===== src/rtl/link_pattern_pkg.sv =====
// Shared types and the PRBS7 byte-step function for the link test-pattern generator.
package link_pattern_pkg;

  typedef enum logic [1:0] {
    FIXED  = 2'd0,
    PRBS7  = 2'd1,
    COUNT  = 2'd2,
    TOGGLE = 2'd3
  } pattern_mode_t;

  typedef enum logic [1:0] {
    IDLE = 2'd0,
    RUN  = 2'd1,
    DONE = 2'd2
  } gen_state_t;

  localparam logic [6:0] PRBS7_DEFAULT_SEED = 7'h7F;

  typedef struct packed {
    logic [6:0] next_state;
    logic [7:0] word;
  } prbs7_step_t;

  // x^7+x^6+1, eight serial steps; the first generated bit lands in word[0].
  function automatic prbs7_step_t prbs7_step8(input logic [6:0] s);
    prbs7_step_t r;
    logic [6:0]  st;
    logic        bit_out;
    st     = s;
    r.word = '0;
    for (int i = 0; i < 8; i++) begin
      bit_out   = st[6] ^ st[5];
      r.word[i] = bit_out;
      st        = {st[5:0], bit_out};
    end
    r.next_state = st;
    return r;
  endfunction

endpackage


===== src/rtl/prbs7_byte_gen.sv =====
// PRBS7 LFSR register; word is the byte generated from the current state and
// the state moves forward by eight bits on each advance.
module prbs7_byte_gen
  import link_pattern_pkg::*;
#(
  parameter logic [6:0] RESET_SEED = PRBS7_DEFAULT_SEED
) (
  input  logic       clk,
  input  logic       rst,
  input  logic       load,
  input  logic [6:0] seed,
  input  logic       advance,
  output logic [7:0] word
);

  logic [6:0]  lfsr;
  prbs7_step_t step;

  assign step = prbs7_step8(lfsr);
  assign word = step.word;

  always_ff @(posedge clk or posedge rst) begin
    if (rst) begin
      lfsr <= RESET_SEED;
    end else if (load) begin
      lfsr <= seed;
    end else if (advance) begin
      lfsr <= step.next_state;
    end
  end

endmodule


===== src/rtl/link_pattern_gen.sv =====
// Per-link AXI-stream test-pattern source (fixed/PRBS7/count/toggle), bounded or continuous bursts.
// Words hold under backpressure; optional error injection under LINK_PATTERN_GEN_ERR_INJECT_EN.
module link_pattern_gen
  import link_pattern_pkg::*;
#(
  parameter int         COUNTER_WIDTH = 32,
  parameter logic [6:0] PRBS_SEED     = 7'h7F
) (
  input  logic                     clk160,
  input  logic                     rst,
  input  logic                     start,
  input  logic                     stop,
  input  logic [1:0]               mode,
  input  logic [7:0]               fixed_pattern,
  input  logic [COUNTER_WIDTH-1:0] burst_len,
  output logic [7:0]               tdata,
  output logic                     tvalid,
  input  logic                     tready,
  output logic                     busy,
  output logic                     done,
  output logic [COUNTER_WIDTH-1:0] word_count
`ifdef LINK_PATTERN_GEN_ERR_INJECT_EN
  ,
  input  logic                     inject_err,
  output logic [COUNTER_WIDTH-1:0] inject_count
`endif
);

  localparam logic [6:0] SEED = (PRBS_SEED == 7'h00) ? PRBS7_DEFAULT_SEED : PRBS_SEED;
  localparam logic [COUNTER_WIDTH-1:0] COUNT_MAX = '1;

  gen_state_t                state, state_nxt;
  pattern_mode_t             mode_q;
  logic [7:0]                fixed_q;
  logic [COUNTER_WIDTH-1:0]  len_q;
  logic [7:0]                cnt_val;
  logic                      tog_phase;
  logic                      stop_pending;
  logic [COUNTER_WIDTH-1:0]  count_nxt;
  logic [7:0]                prbs_word;
  logic [7:0]                pattern;
  logic                      run, hs, launch, last_word, stop_now, flip;

  assign run       = (state == RUN);
  assign hs        = run && tready;
  assign launch    = !run && start && !stop;
  assign count_nxt = (word_count == COUNT_MAX) ? word_count : word_count + 1'b1;
  assign last_word = hs && (len_q != '0) && (count_nxt == len_q);
  assign stop_now  = hs && (stop_pending || stop);

  always_ff @(posedge clk160 or posedge rst) begin
    if (rst) begin
      state <= IDLE;
    end else begin
      state <= state_nxt;
    end
  end

  always_comb begin
    state_nxt = state;
    case (state)
      IDLE, DONE: if (start && !stop) state_nxt = RUN;
      RUN: begin
        if (last_word) begin
          state_nxt = DONE;
        end else if (stop_now) begin
          state_nxt = IDLE;
        end
      end
      default: state_nxt = IDLE;
    endcase
  end

  always_ff @(posedge clk160 or posedge rst) begin
    if (rst) begin
      mode_q       <= FIXED;
      fixed_q      <= '0;
      len_q        <= '0;
      cnt_val      <= '0;
      tog_phase    <= 1'b0;
      stop_pending <= 1'b0;
      word_count   <= '0;
    end else if (launch) begin
      mode_q       <= pattern_mode_t'(mode);
      fixed_q      <= fixed_pattern;
      len_q        <= burst_len;
      cnt_val      <= '0;
      tog_phase    <= 1'b0;
      stop_pending <= 1'b0;
      word_count   <= '0;
    end else begin
      // Any handshake while a stop is pending ends the burst, so the flag only survives idle cycles.
      stop_pending <= run && !hs && (stop_pending || stop);
      if (hs) begin
        word_count <= count_nxt;
        cnt_val    <= cnt_val + 1'b1;
        tog_phase  <= ~tog_phase;
      end
    end
  end

  prbs7_byte_gen #(
    .RESET_SEED(SEED)
  ) u_prbs (
    .clk     (clk160),
    .rst     (rst),
    .load    (launch),
    .seed    (SEED),
    .advance (hs),
    .word    (prbs_word)
  );

  always_comb begin
    pattern = fixed_q;
    case (mode_q)
      FIXED:   pattern = fixed_q;
      PRBS7:   pattern = prbs_word;
      COUNT:   pattern = cnt_val;
      TOGGLE:  pattern = tog_phase ? ~fixed_q : fixed_q;
      default: pattern = fixed_q;
    endcase
  end

`ifdef LINK_PATTERN_GEN_ERR_INJECT_EN
  logic                     armed;
  logic [COUNTER_WIDTH-1:0] inj_cnt;

  // Corruption is applied on the output only, so the generator sequence is untouched.
  always_ff @(posedge clk160 or posedge rst) begin
    if (rst) begin
      armed   <= 1'b0;
      inj_cnt <= '0;
    end else if (launch) begin
      armed   <= 1'b0;
      inj_cnt <= '0;
    end else begin
      armed <= run && ((armed && !hs) || inject_err);
      if (hs && armed && (inj_cnt != COUNT_MAX)) begin
        inj_cnt <= inj_cnt + 1'b1;
      end
    end
  end

  assign flip         = armed;
  assign inject_count = inj_cnt;
`else
  assign flip = 1'b0;
`endif

  assign tdata  = run ? (pattern ^ {7'b0, flip}) : 8'h00;
  assign tvalid = run;
  assign busy   = run;
  assign done   = last_word;

endmodule


===== config.mk =====
export PLATFORM = sky130hd
export DESIGN_NAME = link_pattern_gen
export DESIGN_NICKNAME = d
export VERILOG_FILES = /design/src/rtl/link_pattern_pkg.sv /design/src/rtl/prbs7_byte_gen.sv /design/src/rtl/link_pattern_gen.sv
export SDC_FILE = /design/constraint.sdc
export NUM_CORES = 1
export LEC_CHECK = 0
export CORE_UTILIZATION = 40
export CTS_CLUSTER_DIAMETER = 150
export DETAILED_ROUTE_END_ITERATION = 7
export DONT_BUFFER_PORTS = 1
export SETUP_SLACK_MARGIN = 0.5
export SKIP_CTS_REPAIR_TIMING = 1
export SYNTH_ARGS = -nofsm -noshare
export SYNTH_HDL_FRONTEND = slang
export SYNTH_HIERARCHICAL = 1
export SYNTH_SLANG_ARGS = --single-unit

===== constraint.sdc =====
create_clock -name clk160 -period 10 [get_ports clk160]
set_clock_uncertainty 0.2 [all_clocks]
set_input_delay 2 -clock clk160 [delete_from_list [all_inputs] [get_ports clk160]]
set_output_delay 2 -clock clk160 [all_outputs]
set_load 0.02 [all_outputs]

==> metrics.log <==
INFO  metric wl_per_cell = 21.65 um
INFO  metric ys_ff_latch = 93
INFO  metric globalRouteTotalUtil = 23.31%
INFO  metric worst_setup_hold_path_clk_slew = 80 ps
INFO  metric synth_simple_gate_area_share = 21.80%
INFO  metric share_of_the_yosys_chip_area_belonging_to_registers = 38.98%
INFO  metric slew_headroom = 17.96%
INFO  metric grt_start_max_net_pins = 87
INFO  metric clkPwrFrac = 26.6%
INFO  metric yosys.area_share.adder = 0.4175%
INFO  metric detail_route.vias_per_cell = 6.054
INFO  metric crit_path_end_kind = output pin
INFO  metric drt_pass1_iterations = 6
INFO  metric yosys-top-cells-area = dfrtp_1, mux2_2, xor2_1, xnor2_1, o21ai_0
INFO  metric yosys.cell_count.top_type = dfrtp_1
INFO  metric route.vias.total = 4922
INFO  metric pre_cts_ws = 3437 ps
INFO  metric timing.critical_path.depth = 9
INFO  metric via_count_of_the_first_global_routing_pass = 4784
INFO  metric grt_setup_unrepaired = no
INFO  metric floorplan.core_area = 14590 sq um
INFO  metric gp_congestion = 0.9015
INFO  metric cp_slowest_cell = nor4_1
INFO  metric post_dp_cell_area = 6132 sq um
INFO  metric synth_top_area_share = 35.91%
INFO  metric h_tree_lvl_count = 3
INFO  metric worst_hold_path_type = flip-flop to flip-flop
INFO  metric internal_power = 0.8700 mW
INFO  metric start_util = 41.08%
INFO  metric final_max_slew_viol_count = 0
INFO  metric final_net_count = 673
INFO  metric critPathTopFamily = simple AND/OR/NAND/NOR gates
INFO  metric cts_buffers = 9
INFO  metric layoutNonFillerInstCount = 813
INFO  metric async_flop_share = 100.0%
INFO  metric critPathLaunchType = flip-flop
INFO  metric outcome = finished, final reports clean
INFO  metric clock_latency = 360 ps
INFO  metric max_cap_viol_count = 0
INFO  metric cts_tree = done
INFO  metric worst-slew-pin-transition = 1219 ps
INFO  metric clock_sinks = 93
INFO  metric critical_path.max_fanout = 9
INFO  metric grt_antenna_before_repair = 0
INFO  metric slowest_delay = 1040 ps
INFO  metric floorplan.die.width = 124.4 um
INFO  metric avgSynthCellArea = 9.364 sq um
INFO  metric synthesis.area = 5993 sq um
INFO  metric floorplan.die_area = 15480 sq um
INFO  metric antennaDiodeCount = 0
INFO  metric critical-path-top-cell-by-count = nand3_1
INFO  metric setup-violations-final = 0
INFO  metric placementRows = 44
INFO  metric largest_family_of_logic_cells_by_synthesized_area = simple AND/OR/NAND/NOR gates
INFO  metric cp_cell_sequence = ha_1 -> nand3_1 -> nor2_1 -> nand3_1 -> and3b_1 -> xnor2_1 -> a221o_1 -> or3_1 -> nor4_1
INFO  metric n_fill_cell = 1412
INFO  metric fmax_achieved = 0.1457 GHz
INFO  metric post_synthesis_compound_gate_area_fraction = 12.38%
INFO  metric critical_path_arrival = 4660 ps
INFO  metric synth_edf_count = 0
INFO  metric detailedRoute.firstIterationViolations = 361
INFO  metric max-clock-path-buffers = 2
INFO  metric p_leak = 2.498 nW
INFO  metric num_io_pins = 90
INFO  metric placedCellCount = 797
INFO  metric postRouteAntennaNets = 0
INFO  metric remaining_drc_errors = 0
INFO  metric place.port_buffers = 0
INFO  metric synthCells = 640
INFO  metric power.switching_fraction = 36.61%
INFO  metric fin_tns_setup = 0 ps
INFO  metric power_frac_seq = 43.0%
INFO  metric post_route_cells_drive_above_1_share = 14.79%
INFO  metric timing.critical_path.required = 7800 ps
INFO  metric power_total = 1.372 mW
INFO  metric post_synthesis_cell_type_count = 59
INFO  metric yosysWarningCount = 6
INFO  metric ys_dominant_reg_cell = dfrtp_1
INFO  metric yosys.area_share.xor_xnor = 10.04%
INFO  metric die_y = 124.4 um
INFO  metric wire_length_of_the_first_global_routing_pass = 27930 um
INFO  metric place.detailed.hpwl = 12940 um
INFO  metric min_path_cells = 2
INFO  metric finalHoldWorstSlack = 361.7 ps
INFO  metric power.net_switching = 0.5024 mW
INFO  metric cts_root_buf = clkbuf_16
INFO  metric overall_overflow_remaining_after_global_route = 0
INFO  metric pwr-share-comb = 30.5%
INFO  metric hold_viol_final = 0
INFO  metric setup.worst_path.class = flip-flop to output pin
INFO  metric syn2layout_area_growth = 7.557%
INFO  metric max-vdd-ir-drop = 0.07985 mV
INFO  metric layout_min_cycle_time = 6862 ps
INFO  metric layout_setup_ws = 3138 ps
INFO  metric post_synth_mux_area_share = 12.92%
INFO  metric top_cell_types_by_occurrence_after_synthesis = dfrtp_1, nand2_1, o21ai_0
INFO  metric finalWirelength = 17600 um
INFO  metric timing.final.crit_share = 68.62%
INFO  metric cp.buffers_inverters = 0
INFO  metric rr_worst_depth = 9
INFO  metric synthDominantAreaCellType = dfrtp_1
INFO  metric final_util = 44.19%
INFO  metric powerDensity = 212.9 nW/um^2
INFO  metric stdcell_area = 6446 sq um
## path summary, 6_finish.rpt
path	start	endpoint	slack (ps)
max reg2reg	word_count[0]	state[0]	5890
min reg2reg	cnt_val[4]	cnt_val[4]	360
min	cnt_val[4]	cnt_val[4]	360
max	word_count[0]	done	3140
min in group asynchronous	rst	u_prbs/lfsr[3]	1490
max in group asynchronous	rst	word_count[19]	7210
## state kept, by name, summed over array words and instances, names as in the netlist
register      cells
u_prbs/lfsr       7
word_count       32
tog_phase         1
cnt_val           8
mode_q            2
fixed_q           8
stop_pending      1
len_q            32
state             2
## worst register-to-register path, stage by stage, from the launching register on
cell	delay [ps]
dfrtp_1	600
ha_1	330
nand3_1	260
nor2_1	510
nand4_1	340
mux2i_1	210
a2111o_1	430
a2111o_1	430
or4_1	540
o21a_1	180
## power groups by stage
stage	logic (mW)	registers, mW	clock network, mW
4_1_cts	0.421	0.590	0.375
3_3_place_gp	0.412	0.593	0
5_1_grt	0.454	0.606	0.389
2_1_floorplan	0.348	0.544	0
6_report	0.418	0.590	0.365
3_5_place_dp	0.419	0.597	0
## placed cells by master, fill, tap and decap left out, types with 3 or more instances in the layout
master	Yosys	layout
dfrtp_1	86	86
nand2_1	60	60
o21ai_0	46	46
mux2_2	43	43
xor2_1	36	36
nor2_1	35	34
xnor2_1	30	30
nand3_1	29	29
nand4_1	23	23
a21oi_1	22	22
nor4_1	16	16
and2_1	14	14
and3_1	11	11
mux2i_1	11	11
inv_1	11	10
nor3_1	10	10
a31oi_1	10	10
o21ai_1	9	9
o22ai_1	9	9
clkbuf_16	0	9
and4_1	8	8
mux4_2	8	8
or3_1	7	7
nand2b_1	7	7
conb_1	1	7
dfstp_2	7	7
o31ai_1	6	6
buf_4	1	5
a22o_1	4	4
inv_6	0	4
o211ai_1	3	3
a311oi_1	3	3
## metal layers
layer	global-route usage, %	part of all wire, %	up-vias
met5	0	0	-
met4	9.426	2.6	0
met3	5.498	6.0	34
met1	30.29	44	2419
li1	-	-	2305
met2	37.24	48	164
## logic make-up (layout without fill, tap and decap cells)
| family | Yosys count | in the layout |
|---|---|---|
| AND/OR/NAND/NOR | 242 | 242 |
| AO/OA/AOI/OAI | 124 | 124 |
| flip-flops | 93 | 93 |
| XOR/XNOR | 67 | 67 |
| multiplexers | 62 | 62 |
| buffers and inverters | 49 | 32 |
| adder cells (fa/ha/maj) | 2 | 2 |
| other | 1 | 7 |
## area by class of cell
type	count	area (sq um)	share of cell area, %
Multi-Input combinational cell	504	3486	54.08
Clock buffer	9	225.2	3.494
Inverter	11	42.54	0.6599
Sequential cell	93	2336	36.24
Tap cell	184	230.2	3.571
Timing Repair Buffer	5	37.54	0.5823
Clock inverter	7	88.84	1.378
(Power assumes the default switching activity.)
